### src/rtl/bcd_to_binary_seq.sv
`default_nettype none
// ============================================================================
// Module   : bcd_to_binary_seq
// Purpose  : Sequential BCD-to-binary converter using reverse double dabble.
//            A packed DIGITS-digit BCD value is captured on an accepted start
//            and the unsigned binary equivalent is produced after a fixed
//            4*DIGITS cycles. Each cycle shifts the digit register right into
//            the result register, then subtracts 3 from every digit that
//            became >= 8.
//
// Ports    : clk       in   system clock, rising edge
//            rst_n     in   asynchronous active-low reset
//            i_start   in   conversion request, sampled only while idle
//            i_bcd     in   packed BCD, most significant digit in top nibble
//            o_busy    out  high while a conversion is in progress
//            o_done    out  one-cycle pulse, o_binary/o_error valid with it
//            o_binary  out  result, held until the next conversion completes
//            o_error   out  an input digit was > 9 (checked build only)
//
// Options  : BCD2BIN_ERRCHK_EN - when defined, input digits are range-checked
//            on acceptance; an invalid input reports o_error=1 and forces
//            o_binary to 0. When undefined, o_error is tied low.
//
// Revision : 1.0 - initial release
// ============================================================================
module bcd_to_binary_seq #(
   parameter int DIGITS = 4,
   parameter int BIN_W  = 14
) (
   input  logic                  clk,
   input  logic                  rst_n,
   input  logic                  i_start,
   input  logic [4*DIGITS-1:0]   i_bcd,
   output logic                  o_busy,
   output logic                  o_done,
   output logic [BIN_W-1:0]      o_binary,
   output logic                  o_error
);

   localparam int c_BCD_W = 4 * DIGITS;
   localparam int c_CNT_W = $clog2(c_BCD_W);

   typedef enum logic [0:0] {
      S_IDLE  = 1'b0,
      S_SHIFT = 1'b1
   } state_t;

   state_t                 r_state;
   state_t                 w_state_next;
   logic                   w_load;
   logic                   w_shift;
   logic                   w_last;

   logic [c_BCD_W-1:0]     r_d;
   // The bit that would land in position 0 of the shift register arrives
   // only on the final shift and goes straight into o_binary, so the
   // register itself never needs to hold it.
   logic [c_BCD_W-1:1]     r_b;
   logic [c_CNT_W-1:0]     r_cnt;
   logic                   r_done;
   logic [BIN_W-1:0]       r_binary;

   logic [c_BCD_W-1:0]     w_b_next;
   logic [c_BCD_W-1:0]     w_d_shr;
   logic [c_BCD_W-1:0]     w_d_adj;
   logic [BIN_W-1:0]       w_result;

   // ------------------------------------------------------------------------
   // Datapath: shift one bit of the digit register into the result register,
   // then correct each digit that now reads >= 8 (a borrowed 10 halved to 5,
   // seen as 8, must become 5: subtract 3). Correction is per nibble with no
   // borrow between digits.
   // ------------------------------------------------------------------------
   assign w_b_next = {r_d[0], r_b};
   assign w_d_shr  = r_d >> 1;

   for (genvar g = 0; g < DIGITS; g++) begin : g_adj
      logic [3:0] w_nib;
      assign w_nib                = w_d_shr[4*g +: 4];
      assign w_d_adj[4*g +: 4]    = (w_nib >= 4'd8) ? (w_nib - 4'd3) : w_nib;
   end

   // ------------------------------------------------------------------------
   // Control FSM: next state and control strobes
   // ------------------------------------------------------------------------
   always_comb begin
      w_state_next = r_state;
      w_load       = 1'b0;
      w_shift      = 1'b0;
      w_last       = 1'b0;
      case (r_state)
         S_IDLE: begin
            if (i_start) begin
               w_load       = 1'b1;
               w_state_next = S_SHIFT;
            end
         end
         S_SHIFT: begin
            w_shift = 1'b1;
            if (r_cnt == c_CNT_W'(c_BCD_W - 1)) begin
               w_last       = 1'b1;
               w_state_next = S_IDLE;
            end
         end
         default: begin
            w_state_next = S_IDLE;
         end
      endcase
   end

   always_ff @(posedge clk or negedge rst_n) begin
      if (!rst_n) begin
         r_state <= S_IDLE;
      end else begin
         r_state <= w_state_next;
      end
   end

   // ------------------------------------------------------------------------
   // Optional input range check
   // ------------------------------------------------------------------------
`ifdef BCD2BIN_ERRCHK_EN
   logic [DIGITS-1:0] w_nib_bad;
   logic              r_err_flag;
   logic              r_error;

   for (genvar g = 0; g < DIGITS; g++) begin : g_chk
      assign w_nib_bad[g] = (i_bcd[4*g +: 4] > 4'd9);
   end

   // Flag is captured at acceptance so the input may change mid-conversion.
   always_ff @(posedge clk or negedge rst_n) begin
      if (!rst_n) begin
         r_err_flag <= 1'b0;
         r_error    <= 1'b0;
      end else begin
         if (w_load) begin
            r_err_flag <= |w_nib_bad;
         end
         if (w_last) begin
            r_error <= r_err_flag;
         end
      end
   end

   assign w_result = r_err_flag ? '0 : w_b_next[BIN_W-1:0];
   assign o_error  = r_error;
`else
   assign w_result = w_b_next[BIN_W-1:0];
   assign o_error  = 1'b0;
`endif

   // ------------------------------------------------------------------------
   // Working registers and result
   // ------------------------------------------------------------------------
   always_ff @(posedge clk or negedge rst_n) begin
      if (!rst_n) begin
         r_d      <= '0;
         r_b      <= '0;
         r_cnt    <= '0;
         r_done   <= 1'b0;
         r_binary <= '0;
      end else begin
         r_done <= 1'b0;
         if (w_load) begin
            r_d   <= i_bcd;
            r_b   <= '0;
            r_cnt <= '0;
         end else if (w_shift) begin
            r_d   <= w_d_adj;
            r_b   <= w_b_next[c_BCD_W-1:1];
            r_cnt <= r_cnt + 1'b1;
            if (w_last) begin
               r_binary <= w_result;
               r_done   <= 1'b1;
            end
         end
      end
   end

   assign o_busy   = (r_state == S_SHIFT);
   assign o_done   = r_done;
   assign o_binary = r_binary;

endmodule
`default_nettype wire

### config.mk
export PLATFORM = sky130hd
export DESIGN_NAME = bcd_to_binary_seq
export DESIGN_NICKNAME = d
export VERILOG_FILES = /design/src/rtl/bcd_to_binary_seq.sv
export SDC_FILE = /design/constraint.sdc
export NUM_CORES = 1
export LEC_CHECK = 0
export BUFFER_PORTS_ARGS = -buffer_cell sky130_fd_sc_hd__buf_4
export CAP_MARGIN = 20
export CORE_ASPECT_RATIO = 1.2
export CORE_MARGIN = 2
export CORE_UTILIZATION = 40
export DETAILED_ROUTE_END_ITERATION = 8
export PLACE_DENSITY_LB_ADDON = 0.05
export REMOVE_ABC_BUFFERS = 1
export SETUP_SLACK_MARGIN = 0.02
export SKIP_CTS_REPAIR_TIMING = 1
export SLEW_MARGIN = 20
export SYNTH_ARGS = -nofsm -noshare
export SYNTH_HDL_FRONTEND = slang
export SYNTH_SLANG_ARGS = --single-unit
### constraint.sdc
create_clock -name clk -period 1.3 [get_ports clk]
set_clock_uncertainty 0.05 [all_clocks]
set_input_delay 0.26 -clock clk [delete_from_list [all_inputs] [get_ports clk]]
set_output_delay 0.26 -clock clk [all_outputs]
set_load 0.005 [all_outputs]
==> run summary <==
CLOCK TREE
---------------------------------------------------------------------------------------
CTS root buffer                                                            sky130_fd_sc_hd__clkbuf_8
Clock network latency to the later pin of the worst-skew pair                   0.30 ns
Number of sinks handled by clock tree synthesis                                      51
Number of CTS-inserted buffers                                                        5
Maximum root-to-sink buffer count                                                     2
Number of H-tree branching levels                                                     2
CTS clock-pin slew for the worst setup and hold paths                           0.09 ns
Clock tree from TritonCTS                                                         built

FLOORPLANNING
---------------------------------------------------------------------------------------
Rows                                                                                 30
Horizontal extent of the die                                                   73.46 um
Total die area                                                                 6417 um2
Starting Density                                                                 41.13%
Placeable core area                                                            5630 um2
Die Y                                                                          87.36 um
I/O pin total                                                                        36

PLACE
---------------------------------------------------------------------------------------
Post-detailed-placement half-perimeter wirelength                               2874 um
Count of port buffers added during placement                                         34
Total instance count after detailed placement                                       326
Final estimated routing congestion in global placement                           0.6844

SETUP PATH
---------------------------------------------------------------------------------------
Worst setup EP type                                                        primary output
Critical path fanouts, max                                                            6
Crit Path Class                                                            flop to primary output
Data required time of the critical path                                         0.99 ns
Startpoint kind of the worst setup timing path                                     flop
Worst R2R End                                                                   r_d[10]
Data arrival time of the critical path                                          1.00 ns
Setup slack of the worst register-to-register path                              0.04 ns
R2r startpoint                                                                   o_busy
Cell count of the worst reg-to-reg path                                               5

TIMING
---------------------------------------------------------------------------------------
Timing-limited maximum frequency                                             0.7642 GHz
Min Hold Slack                                                                0.1175 ns
Final-layout setup total negative slack                                    -0.008627 ns
Final Slew Violations                                                                 0
Final hold viol count                                                                 0
Setup repair after global routing missed its margin                                true
Number of endpoints failing setup at the final stage                                  1
Final worst path period share                                                    100.7%
Shortest clock period the worst path allows after layout                       1.309 ns
Final Worst Setup Slack                                                    -0.008627 ns

DRT
---------------------------------------------------------------------------------------
Antenna Violating Nets Remaining                                                      0
Post-detailed-route DRC marker count                                                  0
1st-pass router iterations                                                            4
Via density                                                                       4.873
Detailed-route wire length per cell                                            12.77 um
Total wirelength of the detailed-routed design                                  4420 um
Number of violations reported at the end of detailed-routing iteration 0             70
Overall via count from detail_route                                                1686

PWR
---------------------------------------------------------------------------------------
Leak Pwr                                                                       1.465 nW
Worst supply voltage drop on vdd                                               1.031 mV
Power per cell area                                                         2075 nW/um2

SYNTHESIS
---------------------------------------------------------------------------------------
Cell variety after synth                                                             26
EDFF count, synth                                                                     0
Post-synthesis sequential element count                                              51
Async set or reset register ratio after synthesis                                100.0%
Most frequent cells after synthesis                                        sky130_fd_sc_hd__nand2_1, sky130_fd_sc_hd__dfrtp_1, sky130_fd_sc_hd__o21ai_0
Top cell type by total area after synthesis                                sky130_fd_sc_hd__dfrtp_1
Proportion of synthesized chip area in sequential cells                          55.11%
Synth Instances                                                                     230
Fraction of synthesized cell area taken by the top area cell type                55.11%
Mean Syn Cell Area                                                            10.07 um2
Flip-flop cell with the highest count after synthesis                      sky130_fd_sc_hd__dfrtp_1
Most instantiated library cell after synthesis                             sky130_fd_sc_hd__nand2_1
Netlist area before placement                                                  2316 um2
Syn. warnings                                                                         0
Ranking of synthesized cells by area                                       sky130_fd_sc_hd__dfrtp_1, sky130_fd_sc_hd__nand2_1, sky130_fd_sc_hd__mux2i_1

HOLD PATH
---------------------------------------------------------------------------------------
Min-Delay Path Class                                                       input port to flop
HP Start                                                                      i_bcd[11]
Hold endpoint                                                                   r_d[11]
Hold-critical path depth                                                              3

GLOBAL ROUTING
---------------------------------------------------------------------------------------
Antenna violations before repair                                                      0
Number of global-route vias before repair                                          1661
Global Route Usage Sum                                                           15.22%
Largest net degree at the start of global routing                                    27
Global-route wire length before repair                                          7617 um
Total overflow reported by the global router                                          0

JOB
---------------------------------------------------------------------------------------
Maxcap violations                                                                     0

RUN STATUS
---------------------------------------------------------------------------------------
Result of the run                                                          finished, violations left
Violated checks                                                            negative setup slack

CELLS AND AREA
---------------------------------------------------------------------------------------
Final #Nets                                                                         307
Share of final-layout standard cells stronger than drive strength 1              26.60%
Final Instance Count excl. Fillers                                                  346
Fillcell total                                                                      540
Synthesis-to-finish area growth                                                  28.26%
Diodes inserted                                                                       0

==> critical path: stages, from the launching register on <==
cell	delay, ns
sky130_fd_sc_hd__dfrtp_2	0.45
sky130_fd_sc_hd__buf_12	0.14
sky130_fd_sc_hd__buf_6	0.10
==> final cells by class <==
type | instances | area (um2) | share of cell area, %
Sequential cell | 51 | 1277 | 43.01
Inverter | 8 | 32.53 | 1.095
Timing Repair Buffer | 58 | 491.7 | 16.55
Tap cell | 64 | 80.08 | 2.696
Multi-Input combinational cell | 157 | 970.9 | 32.69
Clock buffer | 6 | 82.58 | 2.780
Clock inverter | 2 | 35.03 | 1.179
==> kinds of logic after synthesis <==
kind of cell	after synthesis	share of synthesized area (%)
AOI/OAI and AO/OA	47	12.32
xor gates and xnor gates	6	2.269
adders and majority gates	7	3.782
buffers and inverters	22	4.808
DFF	51	55.11
muxes	11	4.808
other	1	0.1619
and+or+nand+nor	85	16.75
==> stage by stage <==
| step | util, % | setup WS [ns] | power, mW | area [um2] |
|---|---|---|---|---|
| global route | 52.76 | -0.05905 | 6.729 | 2970 |
| global placement | 47.71 | 0.1112 | 4.716 | 2686 |
| detailed placement | 47.71 | 0.07646 | 4.760 | 2686 |
| CTS | 49.80 | -0.1523 | 5.937 | 2804 |
| finish | 52.76 | -0.008627 | 6.165 | 2970 |
| floorplan | - | -0.8140 | 3.916 | 2235 |
==> where the power goes <==
part           switching, mW  internal [mW]
clock                  0.527          0.624
combinational          0.922           1.27
sequential             0.577           2.24
total                   2.03           4.14
==> worst max-delay path by stage <==
stage	cells after the start	slack, ns	startpoint	endpoint
2_1_floorplan	3	-0.81	o_busy	o_busy
3_3_place_gp	5	0.11	r_cnt[1]	o_binary[4]
3_5_place_dp	5	0.08	r_cnt[1]	o_binary[4]
4_1_cts	2	-0.15	o_busy	o_busy
5_1_grt	2	-0.06	o_busy	o_busy
6_report	2	-0.009	o_busy	o_busy
==> layer usage <==
layer / wire [um] / GRT usage, % / up-vias
met5: 0 / 0 / -
met2: 2171 / 24.51 / 30
met3: 143 / 3.819 / 2
li1: - / - / 860
met4: 24 / 4.959 / 0
met1: 2081 / 19.91 / 794
==> state kept, by name, indices dropped and copies added (netlist names) <==
name,flops
o_busy,1
o_binary,14
r_cnt,4
o_done,1
r_d,16
r_b,15
==> cell usage in the layout, fill, tap and decap left out, types with 2 or more instances in the layout <==
cell type	instances
sky130_fd_sc_hd__a31oi_1	2
sky130_fd_sc_hd__nor2_1	2
sky130_fd_sc_hd__o21ai_1	9
sky130_fd_sc_hd__dfrtp_1	50
sky130_fd_sc_hd__xor2_1	3
sky130_fd_sc_hd__xnor2_1	3
sky130_fd_sc_hd__o21ai_0	10
sky130_fd_sc_hd__buf_4	51
sky130_fd_sc_hd__a211oi_1	3
sky130_fd_sc_hd__inv_1	7
sky130_fd_sc_hd__a22o_1	8
sky130_fd_sc_hd__nor2b_1	11
sky130_fd_sc_hd__a21oi_1	10
sky130_fd_sc_hd__mux2i_1	10
sky130_fd_sc_hd__ha_1	6
sky130_fd_sc_hd__buf_12	2
sky130_fd_sc_hd__clkbuf_8	6
sky130_fd_sc_hd__nand2_1	61
sky130_fd_sc_hd__buf_6	3
sky130_fd_sc_hd__nand2b_1	8
sky130_fd_sc_hd__a211oi_2	3
(Power assumes the default switching activity.)
